[src/rtl/pipeline_hazard_ctrl.sv]
// Stall/flush sequencer for the 5-stage pipeline: one prioritized FSM producing
// stage-register enables, flushes and NOP injection, plus a saturating stall counter.
module pipeline_hazard_ctrl #(
    parameter int LOAD_USE_CYCLES = 1,
    parameter int BR_FLUSH_CYCLES = 1,
    parameter int STALL_CNT_W     = 16
) (
    input  logic                   clk,
    input  logic                   reset,
    input  logic [4:0]             dec_regA,
    input  logic [4:0]             dec_regB,
    input  logic                   dec_is_immediate,
    input  logic                   alu_mem_r_en,
    input  logic [4:0]             alu_regD,
    input  logic                   branch_taken,
    input  logic                   block_pipe_instr_cache,
    input  logic                   block_pipe_data_cache,
    output logic                   EN_REG_FETCH,
    output logic                   EN_REG_DECODE,
    output logic                   EN_REG_ALU,
    output logic                   EN_REG_MEM,
    output logic                   flush_fetch,
    output logic                   flush_decode,
    output logic                   inject_nop,
    output logic [2:0]             ctrl_state,
    output logic [STALL_CNT_W-1:0] stall_count
);

    typedef enum logic [2:0] {
        RUN      = 3'd0,
        LU_STALL = 3'd1,
        BR_FLUSH = 3'd2,
        DC_WAIT  = 3'd3,
        IC_WAIT  = 3'd4
    } state_t;

    localparam logic [2:0] LU_RELOAD = 3'(LOAD_USE_CYCLES - 1);
    localparam logic [2:0] BR_RELOAD = 3'(BR_FLUSH_CYCLES - 1);

    state_t state, state_nxt;
    state_t saved, saved_nxt;
    state_t eff_state;
    logic [2:0] cnt, cnt_nxt;
    logic [STALL_CNT_W-1:0] stall_cnt;
    logic load_use;
    logic en_f, en_d, en_a, en_m;
    logic fl_f, fl_d, nop;

    always_comb begin
        load_use = alu_mem_r_en && (alu_regD != 5'd0) &&
                   ((alu_regD == dec_regA) || (!dec_is_immediate && (alu_regD == dec_regB)));
    end

    always_comb begin
        // While D-blocked the counter is frozen in cnt; saved holds the interrupted state
        eff_state = (state == DC_WAIT) ? saved : state;
        en_f      = 1'b1;
        en_d      = 1'b1;
        en_a      = 1'b1;
        en_m      = 1'b1;
        fl_f      = 1'b0;
        fl_d      = 1'b0;
        nop       = 1'b0;
        state_nxt = RUN;
        cnt_nxt   = '0;
        saved_nxt = saved;

        if (block_pipe_data_cache) begin
            en_f      = 1'b0;
            en_d      = 1'b0;
            en_a      = 1'b0;
            en_m      = 1'b0;
            state_nxt = DC_WAIT;
            cnt_nxt   = cnt;
            if (state != DC_WAIT) begin
                saved_nxt = (state == LU_STALL || state == BR_FLUSH) ? state : RUN;
            end
        end else if (branch_taken) begin
            fl_f      = 1'b1;
            fl_d      = 1'b1;
            state_nxt = BR_FLUSH;
            cnt_nxt   = BR_RELOAD;
        end else if (eff_state == BR_FLUSH && cnt != '0) begin
            fl_f      = 1'b1;
            fl_d      = 1'b1;
            state_nxt = BR_FLUSH;
            cnt_nxt   = cnt - 3'd1;
        end else if (eff_state == LU_STALL && cnt != '0) begin
            en_f      = 1'b0;
            fl_d      = 1'b1;
            state_nxt = LU_STALL;
            cnt_nxt   = cnt - 3'd1;
        end else if ((eff_state == RUN || eff_state == IC_WAIT) && load_use) begin
            en_f      = 1'b0;
            fl_d      = 1'b1;
            state_nxt = LU_STALL;
            cnt_nxt   = LU_RELOAD;
        end else if (block_pipe_instr_cache) begin
            en_f      = 1'b0;
            nop       = 1'b1;
            state_nxt = IC_WAIT;
        end
    end

    always_ff @(posedge clk or posedge reset) begin
        if (reset) begin
            state     <= RUN;
            saved     <= RUN;
            cnt       <= '0;
            stall_cnt <= '0;
        end else begin
            state <= state_nxt;
            saved <= saved_nxt;
            cnt   <= cnt_nxt;
            if (!en_f && stall_cnt != '1) begin
                stall_cnt <= stall_cnt + STALL_CNT_W'(1);
            end
        end
    end

    // Outputs are held inactive for as long as reset is asserted
    assign EN_REG_FETCH  = !reset && en_f;
    assign EN_REG_DECODE = !reset && en_d;
    assign EN_REG_ALU    = !reset && en_a;
    assign EN_REG_MEM    = !reset && en_m;
    assign flush_fetch   = !reset && fl_f;
    assign flush_decode  = !reset && fl_d;
    assign inject_nop    = !reset && nop;
    assign ctrl_state    = state;
    assign stall_count   = stall_cnt;

endmodule

[config.mk]
export PLATFORM = sky130hd
export DESIGN_NAME = pipeline_hazard_ctrl
export DESIGN_NICKNAME = d
export VERILOG_FILES = /design/src/rtl/pipeline_hazard_ctrl.sv
export SDC_FILE = /design/constraint.sdc
export NUM_CORES = 1
export LEC_CHECK = 0
export CORE_UTILIZATION = 46
export CTS_CLUSTER_DIAMETER = 200
export DETAILED_ROUTE_END_ITERATION = 8
export PLACE_DENSITY = 0.8
export SLEW_MARGIN = 20
export SYNTH_ARGS = -nofsm -noshare
export SYNTH_HDL_FRONTEND = slang
export SYNTH_SLANG_ARGS = --single-unit
export TNS_END_PERCENT = 1
[constraint.sdc]
create_clock -name clk -period 2.7 [get_ports clk]
set_input_delay 0.405 -clock clk [delete_from_list [all_inputs] [get_ports clk]]
set_output_delay 0.405 -clock clk [all_outputs]
set_load 0.01 [all_outputs]
* Yosys cells after proc, flatten, opt, wreduce, memory -nomap -nowiden
Cells that the tools add are included.
Operators by class: $add $sub $neg 2, equality and inequality tests 10, muxes and demuxes 32, reductions and logical operators 22
Operator list (count):
- 3-bit 2-to-1 mux | 11
- 1-bit 2-to-1 mux | 21
- 16-bit by 1-bit adder with 16-bit output, second input constant | 1
- 16-bit != test, second input constant | 1
- 1-bit logical AND | 12
- 5-bit equality test | 2
- 3-bit by 2-bit equality test with 1-bit output, second input constant | 3
- 3-bit by 1-bit equality test with 1-bit output, second input constant | 2
- 5-bit nonzero test | 1
- 3-bit equality test, second input constant | 1
- 1-bit zero test | 3
- 3-bit zero test | 1
- 1-bit logical OR | 3
- 3-bit by 2-bit != test with 1-bit output, second input constant | 1
- 3-bit nonzero test | 1
- 3-bit by 1-bit subtractor with 3-bit output, second input constant | 1
- 2-bit AND reduction | 1
Storage, ports and cells: flip-flop bits (word level) 25, output and inout port bits 26

* Logic depth before layout (Yosys ltp)
Gate-level depths: netlist of the first run.
word-level depth 12, mapped depth 9

* Least setup slack after synthesis of the first run
Ideal clock, no wire load.
path type input to output, from input port alu_regD[0], to output port EN_REG_FETCH, arrival 2.013 ns, data required time 2.295 ns, slack 0.282 ns, stages 6, buffers on the path 1, path through or3_1 -> o311a_1 -> a2111oi_4 -> buf_6 -> nor2_1 -> nor2_1
On the way: longest elaborated chain between the ends 11, elaborated cells on any way between the ends 14, those cells by class eq/ne: 2; mux: 5; reduce/logical: 7
RTL lines:
- from (decl) | line 14 | input logic [4:0] alu_regD,
- 5-bit equality test | line 51 | ((alu_regD == dec_regA) || (!dec_is_immediate && (alu_regD == dec_regB)));
- 1-bit logical AND | line 51
- 1-bit logical OR | line 51
- 1-bit logical AND (*) | line 50 | load_use = alu_mem_r_en && (alu_regD != 5'd0) &&
- 1-bit logical AND (*) | line 93 | end else if ((eff_state == RUN || eff_state == IC_WAIT) && load_use) begin
- 1-bit 2-to-1 mux (*) | line 93
- 1-bit 2-to-1 mux (*) | line 88 | end else if (eff_state == LU_STALL && cnt != '0) begin
- 1-bit 2-to-1 mux (*) | line 83 | end else if (eff_state == BR_FLUSH && cnt != '0) begin
- 1-bit 2-to-1 mux (*) | line 78 | end else if (branch_taken) begin
- 1-bit 2-to-1 mux (*) | line 68 | if (block_pipe_data_cache) begin
- 1-bit logical AND (*) | line 122 | assign EN_REG_FETCH = !reset && en_f;
- to (decl) | line 18 | output logic EN_REG_FETCH,
Every way passes the cells marked *; elsewhere a longest branch is shown, timed or not.

* Worst setup path in the final report of the first run
from register cnt[0], to output port inject_nop
On the way: longest elaborated chain between the ends 7, elaborated cells on any way between the ends 8, those cells by class mux: 4; reduce/logical: 4
RTL lines:
- from (decl) | line 43 | logic [2:0] cnt, cnt_nxt;
- from (signal assigned) | line 114 | cnt <= cnt_nxt;
- 3-bit nonzero test (*) | line 83, 88
- 1-bit logical AND | line 88
- 1-bit 2-to-1 mux | line 88
- 1-bit 2-to-1 mux (*) | line 83
- 1-bit 2-to-1 mux (*) | line 78
- 1-bit 2-to-1 mux (*) | line 68
- 1-bit logical AND (*) | line 128 | assign inject_nop = !reset && nop;
- to (decl) | line 24 | output logic inject_nop,
Marked as above.

==> results of run 1 <==
cells by family after synthesis:
| family | share of synthesized area |
|---|---|
| simple gates | 0.245 |
| fa+ha+maj | 0.0250 |
| xor+xnor | 0.140 |
| flops | 0.417 |
| mux | 0.0225 |
| buf+inv | 0.0425 |
| compound gates | 0.108 |
area by class of cell:
| cell class | count | area share |
|---|---|---|
| sequential | 25 | 0.291 |
| clock buffer | 3 | 0.0105 |
| tap | 44 | 0.0256 |
| timing repair buffer | 64 | 0.269 |
| multi-input combinational | 118 | 0.387 |
| clock inverter | 1 | 0.00408 |
| inverter | 7 | 0.0122 |
synthesized netlist by cell type, drive strengths merged:
master   count  share of area
a2111oi      1          0.018
nand4        9          0.038
or4          1         0.0050
clkbuf       3         0.0075
a21oi        6          0.020
a311oi       1         0.0058
xnor2        9          0.053
nor3        14          0.050
nor4b        1         0.0058
nand3        6          0.020
nor4         1         0.0042
o32ai        1         0.0058
nor2b        2         0.0083
buf          3          0.018
a31oi        1         0.0042
o311a        1         0.0067
o21a         1         0.0050
mux2         3          0.023
a21boi       2          0.010
o21ai        3          0.010
or2          2         0.0083
ha           3          0.025
nor3b        2          0.013
o21bai       2          0.010
nor2         8          0.020
xor2        15          0.088
inv          7          0.018
and4         1         0.0058
a21o         1         0.0050
a311o        1         0.0067
nand2b       4          0.017
or3          1         0.0042
nand2       10          0.025
and3         5          0.021
dfrtp       25           0.42
flip-flops by register name, indices dropped and copies added, names as in the netlist:
signal,count
cnt,3
ctrl_state,3
saved,3
stall_count,16
critical path, stage by stage, from the launching register on:
cell and delay (ns):
dfrtp_1 0.39, inv_2 0.05, ha_1 0.18, nor2b_2 0.16, a311o_1 0.34, nor2_2 0.11, a21oi_1 0.05, or2_4 0.24
and4_1 0.20, buf_2 0.14
routing by layer:
layer	vias up	wire length [um]	GRT usage
li1	677	-	-
met1	684	1540	0.268
met2	30	2000	0.420
met3	6	103	0.0371
met4	0	50	0.0714
met5	-	0	0
per-stage QoR:
stage	hold WS, ns	setup TNS, ns	power, mW	cells
global placement	0.465	-1.10	1.17	257
CTS	0.502	-0.0110	1.39	262
global route	0.531	-0.0343	1.47	262
finish	0.498	0	1.38	262
detailed placement	0.472	-1.40	1.20	257
floorplan	0.438	0	0.864	156
power by group through the flow:
stage,combinational (mW),sequential (mW),clock (mW)
4_1_cts,0.589,0.613,0.193
5_1_grt,0.634,0.635,0.204
3_3_place_gp,0.561,0.609,0
6_report,0.583,0.614,0.185
3_5_place_dp,0.581,0.617,0
2_1_floorplan,0.223,0.641,0
repair_timing:
item                       4_1_cts  5_1_grt
pin swaps                        4        2
resized for setup               16        6
setup buffers                    1        0
hold endpoints to repair         0        0
cloned                           0        0
setup endpoints to repair        4        3
worst max path at each step:
stage          depth (start not counted)            to  slack [ns]
2_1_floorplan                          6  EN_REG_FETCH        0.28
3_3_place_gp                           7  EN_REG_FETCH       -0.37
3_5_place_dp                           7  EN_REG_FETCH       -0.40
4_1_cts                               11  EN_REG_FETCH       -0.01
5_1_grt                                9    inject_nop       -0.03
6_report                               9    inject_nop        0.11
==> metrics.txt, run 1 <==
status finished clean; Vias per Instance 5.33; H-Tree Depth 1; total die area about 3500 um2; first-pass GRT wire length between 6000 and 7000 um; number of library cell types mapped by synthesis 39; setup slack after layout between 0.1 and 0.15 ns; final core utilization 0.698; Layout area overhead 43.2%; WP data arrival about 2.2 ns; die span in y just under 60 um; Setup WS pre-CTS -0.402 ns; vias in the first global route 1436; hold path endpoint stall_count[8]$_DFFE_PP0P_; register area roughly 630 um2; Crit. End Element output port; Max-slew headroom 0.744; largest net degree at the start of global routing 26; #FFs+latches synth 25; 1st-iter DRT viols 57; Diodes inserted 0; commonest non-fill, non-tap cell in the layout clkdlybuf4s50_1; Reg power frac 0.444; initial antenna violation count 0; Initial Util 0.487; Hold Crit Class reg -> reg; Fillers 255; r2r endpoint stall_count[12]$_DFFE_PP0P_; total CTS buffers 3; setup violators final 0; First-pass DRT Iterations 4; average wire per standard cell about 14 um; hpwl dp 2840 um; maximum fanout along the worst path 3; Switch Pwr 0.511 mW; num ports 48; Syn Nets roughly 180; pwr dens 643 nW/um2; post-route cell area about 2100 um2; Via Count 1397; overflow left after global routing 0; Post-CTS Hold Buffers 0; Pleak 0.911 nW; antenna viol nets, final 0; warnings from Yosys 0; syn_area_per_cell roughly 9.6 um2; Period Utilization, post-route 0.959; most frequent cells in the layout 40 x clkdlybuf4s50_1, 25 x dfrtp_1, 17 x buf_4; clk root buf clkbuf_4; R2R cell count 11; hold path cells 1; core area between 3000 and 4000 um2; final WL around 3700 um; mapped cell area 1500 um2; Clock Tree Buf Depth 2; Comb pwr share 0.422; clock transition at the registers of the reported paths between 0.15 and 0.2 ns; Placement Cell Area 2110 um2; critical hold path startpoint stall_count[8]$_DFFE_PP0P_; Max-Cap Viols 0; clock skew around 0.014 ns; Final Net Count 244; DIE WIDTH 59.1 um; Peak VDD IR 0.540 mV; area of the multi-input gates around 830 um2; switching portion of total power 0.370; Clock Sinks 25; Final Slew Violations 0; r2r startpoint cnt[0]$_DFFE_PP0N_; RePlAce Congestion 0.779; max frequency ~0.39 GHz; Setup crit start cnt[0]$_DFFE_PP0N_; Total Routing Usage GR 0.228; Clock power frac 0.134; Synth Instances about 160; register area share after synthesis 0.417; DRC 0; Startpoint Class register; CTS tree built; internal power slightly below 0.9 mW; Crit Path Class reg -> out; unrepaired setup endpoints after global routing yes; R2R Setup Slk between 0.3 and 0.4 ns; share of post-route cells with drive strength above 1 0.156; Final Hold Fails 0; post-layout min period 2.59 ns; Critical Path RT between 2 and 2.5 ns; Rows 20; Least-Margin Pin Slew 0.378 ns; Clock Latency Late Sink between 0.3 and 0.4 ns; input/output buffers 47
Power figures use the tool's default switching activity.
==> run 2: changes to the inputs <==
REMOVE_ABC_BUFFERS = 1   (was not set)
==> run 2 against run 1 <==
Setup slack worse by 0.057 ns. Sequential share of layout area decreased by 0.49 points. Routed wire length up 9.0%. Largest cell class unchanged. Cell count up 1.1%. Highest routed layer unchanged. Non-clock buffer count grew 3.
==> metrics.txt, run 2 (synthesis gave the netlist of run 1 again) <==
setup violators final 0 (unchanged); Final Hold Fails 0 (unchanged); WL met3 144 um (+40%); Clock Sinks 25 (unchanged); H-Tree Depth 1 (unchanged); clock skew 0.0113 ns (-0.00218 ns); maximum fanout along the worst path 3 (unchanged); hpwl dp 2900 um (+2.3%); critical hold path startpoint stall_count[8]$_DFFE_PP0P_; Slowest-stage cell, CP a2111oi_4; pwr dens 628 nW/um2 (-2.4%); Rows 20 (unchanged); Crit. End Element output port; Peak VDD IR 0.532 mV (-1.5%); Layout area overhead 46.0%; die span in y 59.1 um (unchanged); Final Slew Violations 0 (unchanged); max incr delay on CP 0.37 ns (-0.02 ns); Max-slew headroom 0.720 (-0.0240); commonest non-fill, non-tap cell in the layout clkdlybuf4s50_1; Total Routing Usage GR 0.254 (+0.0258); Worst path top cell family by delay compound AO/OA/AOI/OAI gates; unrepaired setup endpoints after global routing yes; routed metal-1 wire length 1700 um (+11%); Initial Util 0.487 (unchanged); Cell Count, Final, Fillers Out 265 (+1.1%); total CTS buffers 3 (unchanged); top layer used by detailed routing met4; r2r startpoint cnt[0]$_DFFE_PP0N_; Clock Tree Buf Depth 2 (unchanged); r2r endpoint stall_count[12]$_DFFE_PP0P_; final WL 4020 um (+9.0%); most frequent cells in the layout 39 x clkdlybuf4s50_1, 24 x dfrtp_1, 20 x buf_4; Least-Margin Pin Slew 0.418 ns (+0.0398 ns); R2R Setup Slk 0.09 ns (-0.25 ns); share of post-route cells with drive strength above 1 0.181 (+0.0250); setup slack after layout 0.0531 ns (-0.0571 ns); antenna viol nets, final 0 (unchanged); Pleak 0.959 nW (+5.4%); Startpoint Class primary input; Period Utilization, post-route 0.980 (+0.0212); Pwr Total 1.37 mW (-0.53%); Min Hold Slack 0.504 ns (+0.00616 ns); clock transition at the registers of the reported paths 0.12 ns (-0.04 ns); max reg flops 16 (unchanged); # placed instances 255 (-0.78%); Worst path most repeated cell nor2_1; DRC 0 (unchanged); final core utilization 0.711 (+0.0134); WP buf/inv 3 (+1); Via Count 1438 (+2.9%); Final Net Count 247 (+1.2%); Critical Path RT 2.30 ns (about the same); Max-Cap Viols 0 (unchanged); vias in the first global route 1436 (unchanged); core area 3080 um2 (unchanged); Diodes inserted 0 (unchanged); overflow left after global routing 0 (unchanged); total die area 3490 um2 (unchanged); post-layout min period 2.65 ns (+0.0571 ns); RePlAce Congestion 0.858 (+10%); DIE WIDTH 59.1 um (unchanged); CTS tree built; status finished clean; average wire per standard cell 15.2 um (+7.8%); input/output buffers 47 (unchanged); initial antenna violation count 0 (unchanged); first-pass GRT wire length 6690 um (+10%); First-pass DRT Iterations 4 (unchanged); hold path cells 1 (unchanged); max frequency 0.378 GHz (-2.2%); num ports 48 (unchanged); met2 wire len 2120 um (+6.1%); Crit Path Class in -> out; R2R cell count 13 (+2); critical path cell sequence dlygate4sd2_1 -> or3_1 -> o311a_1 -> buf_4 -> a2111oi_4 -> nor2_1 -> nor2_1 -> buf_2; Setup WS pre-CTS -0.444 ns (-0.0422 ns); WP data arrival 2.24 ns (+0.06 ns); Hold Crit Class reg -> reg; largest net degree at the start of global routing 26 (unchanged); Vias per Instance 5.43 (+1.8%); Clock Latency Late Sink 0.32 ns (-0.02 ns); clk root buf clkbuf_4; Post-CTS Hold Buffers 0 (unchanged); 1st-iter DRT viols 46 (-19%); hold path endpoint stall_count[8]$_DFFE_PP0P_
## run 2: area by class of cell
class	count	area (um2)
clock buffers	3	22.5
clock inverters	1	5.00
multi-input cells	118	843
fillers	244	888
well taps	44	55.1
flip-flops and latches	25	627
inverters	7	26.3
repair buffers	67	611
## run 2: worst reg2reg max path: cells and delay by family (launching register included)
family | cells | cell delay [ns]
AOI/OAI and AO/OA | 2 | 0.32
adders and majority gates | 1 | 0.19
buffers and inverters | 6 | 0.74
DFF | 1 | 0.37
muxes | 1 | 0.35
and+or+nand+nor | 3 | 0.52
## run 2: per-stage QoR
step / instance area [um2] / setup TNS, ns
floorplan: 1460 / 0
global placement: 2090 / -1.02
detailed placement: 2090 / -1.43
CTS: 2160 / -0.00506
global route: 2190 / -0.0597
finish: 2190 / 0
## run 2: how the worst max path moves through the flow
| stage | start | endpoint | slack, ns | depth (start not counted) |
|---|---|---|---|---|
| after floorplan | alu_regD[0] | EN_REG_FETCH | 0.24 | 5 |
| after global placement | alu_regD[1] | EN_REG_FETCH | -0.36 | 7 |
| after detailed placement | alu_regD[1] | EN_REG_FETCH | -0.44 | 7 |
| after CTS | alu_regD[0] | EN_REG_FETCH | -0.005 | 8 |
| final | alu_regD[1] | EN_REG_FETCH | 0.05 | 8 |
| after global routing | ctrl_state[2]$_DFF_PP0_ | EN_REG_FETCH | -0.06 | 10 |
## run 2: repair_timing
action	in CTS	in global routing
hold endpoints to repair	0	0
resized for setup	16	10
setup buffers	4	2
pin swaps	6	8
setup endpoints to repair	4	4
## run 2: layer usage
metal | track usage | vias up
li1 | - | 687
met1 | 0.319 | 700
met2 | 0.445 | 43
met3 | 0.0393 | 8
met4 | 0.0816 | 0
met5 | 0 | -
## run 2: report_power, final
group	internal, mW	switching [mW]
combinational	0.338	0.258
clock	0.0554	0.106
sequential	0.480	0.136
==> run 3: changes to the inputs <==
PLACE_DENSITY = not set   (was 0.8)
PLACE_DENSITY_LB_ADDON = 0.3   (was not set)
==> run 3 against run 2 <==
Sequential share of layout area grew 0.36 points. Non-clock buffer count shrank 5. Routed wire length shrank 3.0%. Clock-buffer cell count grew 1. Utilization shrank 1.0 points. Setup slack lost 0.016 ns. Cell count shrank 1.9%. Hold slack lost 0.0015 ns. Critical path depth grew 1. First-iteration DRC count shrank 30%. Maximum frequency shrank 0.59%. Clock skew shrank 0.0025 ns. Largest cell class unchanged.
==> metrics.txt, run 3 (synthesis gave the netlist of run 1 again) <==
status finished clean; Clock Tree Buf Depth 2 (unchanged); core area 3080 um2 (unchanged); most frequent cells in the layout 40 x clkdlybuf4s50_1, 25 x dfrtp_1, 15 x xor2_1, 15 x buf_4, 13 x nor3_1; H-Tree Depth 1 (unchanged); final WL 3900 um (-3.0%); max frequency 0.376 GHz (-0.59%); Initial Util 0.487 (unchanged); Startpoint Class register; clock transition at the registers of the reported paths 0.14 ns (+0.02 ns); Diodes inserted 0 (unchanged); setup violators final 0 (unchanged); first-pass GRT wire length 6330 um (-5.3%); total die area 3490 um2 (unchanged); die span in y 59.1 um (unchanged); Crit Path Class reg -> out; Least-Margin Pin Slew 0.470 ns (+0.0519 ns); GRT Max-Usage Layer met2; Clock Latency Late Sink 0.32 ns (about the same); Final Hold Fails 0 (unchanged); R2R cell count 10 (-3); post-layout min period 2.66 ns (+0.0156 ns); hold path endpoint stall_count[8]$_DFFE_PP0P_; Max-slew headroom 0.686 (-0.0348); Via Count 1386 (-3.6%); num ports 48 (unchanged); total CTS buffers 3 (unchanged); commonest non-fill, non-tap cell in the layout clkdlybuf4s50_1; hold path cells 1 (unchanged); Peak VDD IR 0.520 mV (-2.3%); hpwl dp 2870 um (-1.3%); max reg flops 16 (unchanged); RePlAce Congestion 0.775 (-9.7%); 1st-iter DRT viols 32 (-30%); Max-Cap Viols 0 (unchanged); Vias per Instance 5.33 (-1.8%); Layout area overhead 43.9%; initial antenna violation count 0 (unchanged); Fillers 254 (+4.1%); Total Routing Usage GR 0.244 (-0.00967); maximum fanout along the worst path 4 (+1); overflow left after global routing 0 (unchanged); Pleak 0.916 nW (-4.5%); Final Slew Violations 0 (unchanged); WP data arrival 2.26 ns (+0.02 ns); setup_tns 0 ns (unchanged); met3 Use GR 0.0306 (-0.00873); Rows 20 (unchanged); Critical Path RT 2.30 ns (about the same); vias in the first global route 1423 (-0.91%); clock skew 0.00885 ns (-0.00248 ns); # placed instances 255 (unchanged); average wire per standard cell 15.0 um (-1.2%); met1 usage 0.287 (-0.0324); First-pass DRT Iterations 4 (unchanged); met2 track demand over resource 0.437 (-0.00812); r2r endpoint stall_count[10]$_DFFE_PP0P_; pwr dens 633 nW/um2 (+0.89%); CTS tree built; antenna viol nets, final 0 (unchanged); Period Utilization, post-route 0.986 (+0.00577); critical hold path startpoint stall_count[8]$_DFFE_PP0P_; Crit. End Element output port; DRC 0 (unchanged); Hold Crit Class reg -> reg; input/output buffers 47 (unchanged); Pwr Total 1.37 mW (-0.55%); DIE WIDTH 59.1 um (unchanged); R2R Setup Slk 0.40 ns (+0.31 ns); Final Net Count 242 (-2.0%); Clock Sinks 25 (unchanged); r2r startpoint cnt[1]$_DFFE_PP0N_; unrepaired setup endpoints after global routing yes; Min Hold Slack 0.502 ns (-0.00148 ns); largest net degree at the start of global routing 26 (unchanged); final core utilization 0.701 (-0.0102); share of post-route cells with drive strength above 1 0.148 (-0.0328); clk root buf clkbuf_4; Cell Count, Final, Fillers Out 260 (-1.9%)
run 3: worst max-delay path by stage:
stage / endpoint / slack (ns) / startpoint
after detailed placement: flush_decode / -0.42 / alu_regD[1]
after global placement: EN_REG_FETCH / -0.37 / alu_regD[1]
after global routing: inject_nop / -0.07 / cnt[1]$_DFFE_PP0N_
after CTS: flush_fetch / 0.0002 / cnt[1]$_DFFE_PP0N_
after floorplan: EN_REG_FETCH / 0.24 / alu_regD[0]
final: inject_nop / 0.04 / cnt[1]$_DFFE_PP0N_
run 3: critical path, cell delays in order (launching register included):
cell and delay (ns):
dfrtp_1 0.39, inv_1 0.07, ha_1 0.18, nor2b_1 0.15, a311o_1 0.31, nor2_2 0.13
a21oi_2 0.04, or2_4 0.24, and4_1 0.19, clkdlybuf4s15_2 0.22
run 3: cell type report:
class	instances	area, um2	share of cell area
inverter	7	26.3	0.0122
timing repair buffer	62	583	0.270
tap	44	55.1	0.0255
sequential	25	626	0.290
clock buffer	4	26.3	0.0122
multi-input combinational	118	842	0.390
run 3: where the power goes:
group	leakage [nW]	switching, mW	internal, mW
combinational	0.600	0.252	0.333
sequential	0.301	0.133	0.480
clock	0.0150	0.112	0.0579
total	0.916	0.497	0.870
run 3: per-layer routing:
metal | part of all wire | routed length [um]
met3 | 0.040 | 154
met2 | 0.52 | 2020
met5 | 0 | 0
met4 | 0.022 | 87
met1 | 0.42 | 1630
run 3: what timing repair did:
| action | CTS | global route |
|---|---|---|
| hold endpoints to repair | 0 | 0 |
| pin swaps | 5 | 1 |
| hold buffers | 0 | 0 |
| setup buffers | 1 | 0 |
| gates resized for setup | 18 | 4 |
| setup endpoints to repair | 4 | 4 |
run 3: per-stage QoR:
stage          cell area, um2  setup WS, ns
6_report                 2160        0.0375
5_1_grt                  2160       -0.0687
4_1_cts                  2140      0.000248
3_5_place_dp             2090        -0.424
3_3_place_gp             2090        -0.375
2_1_floorplan            1460         0.236
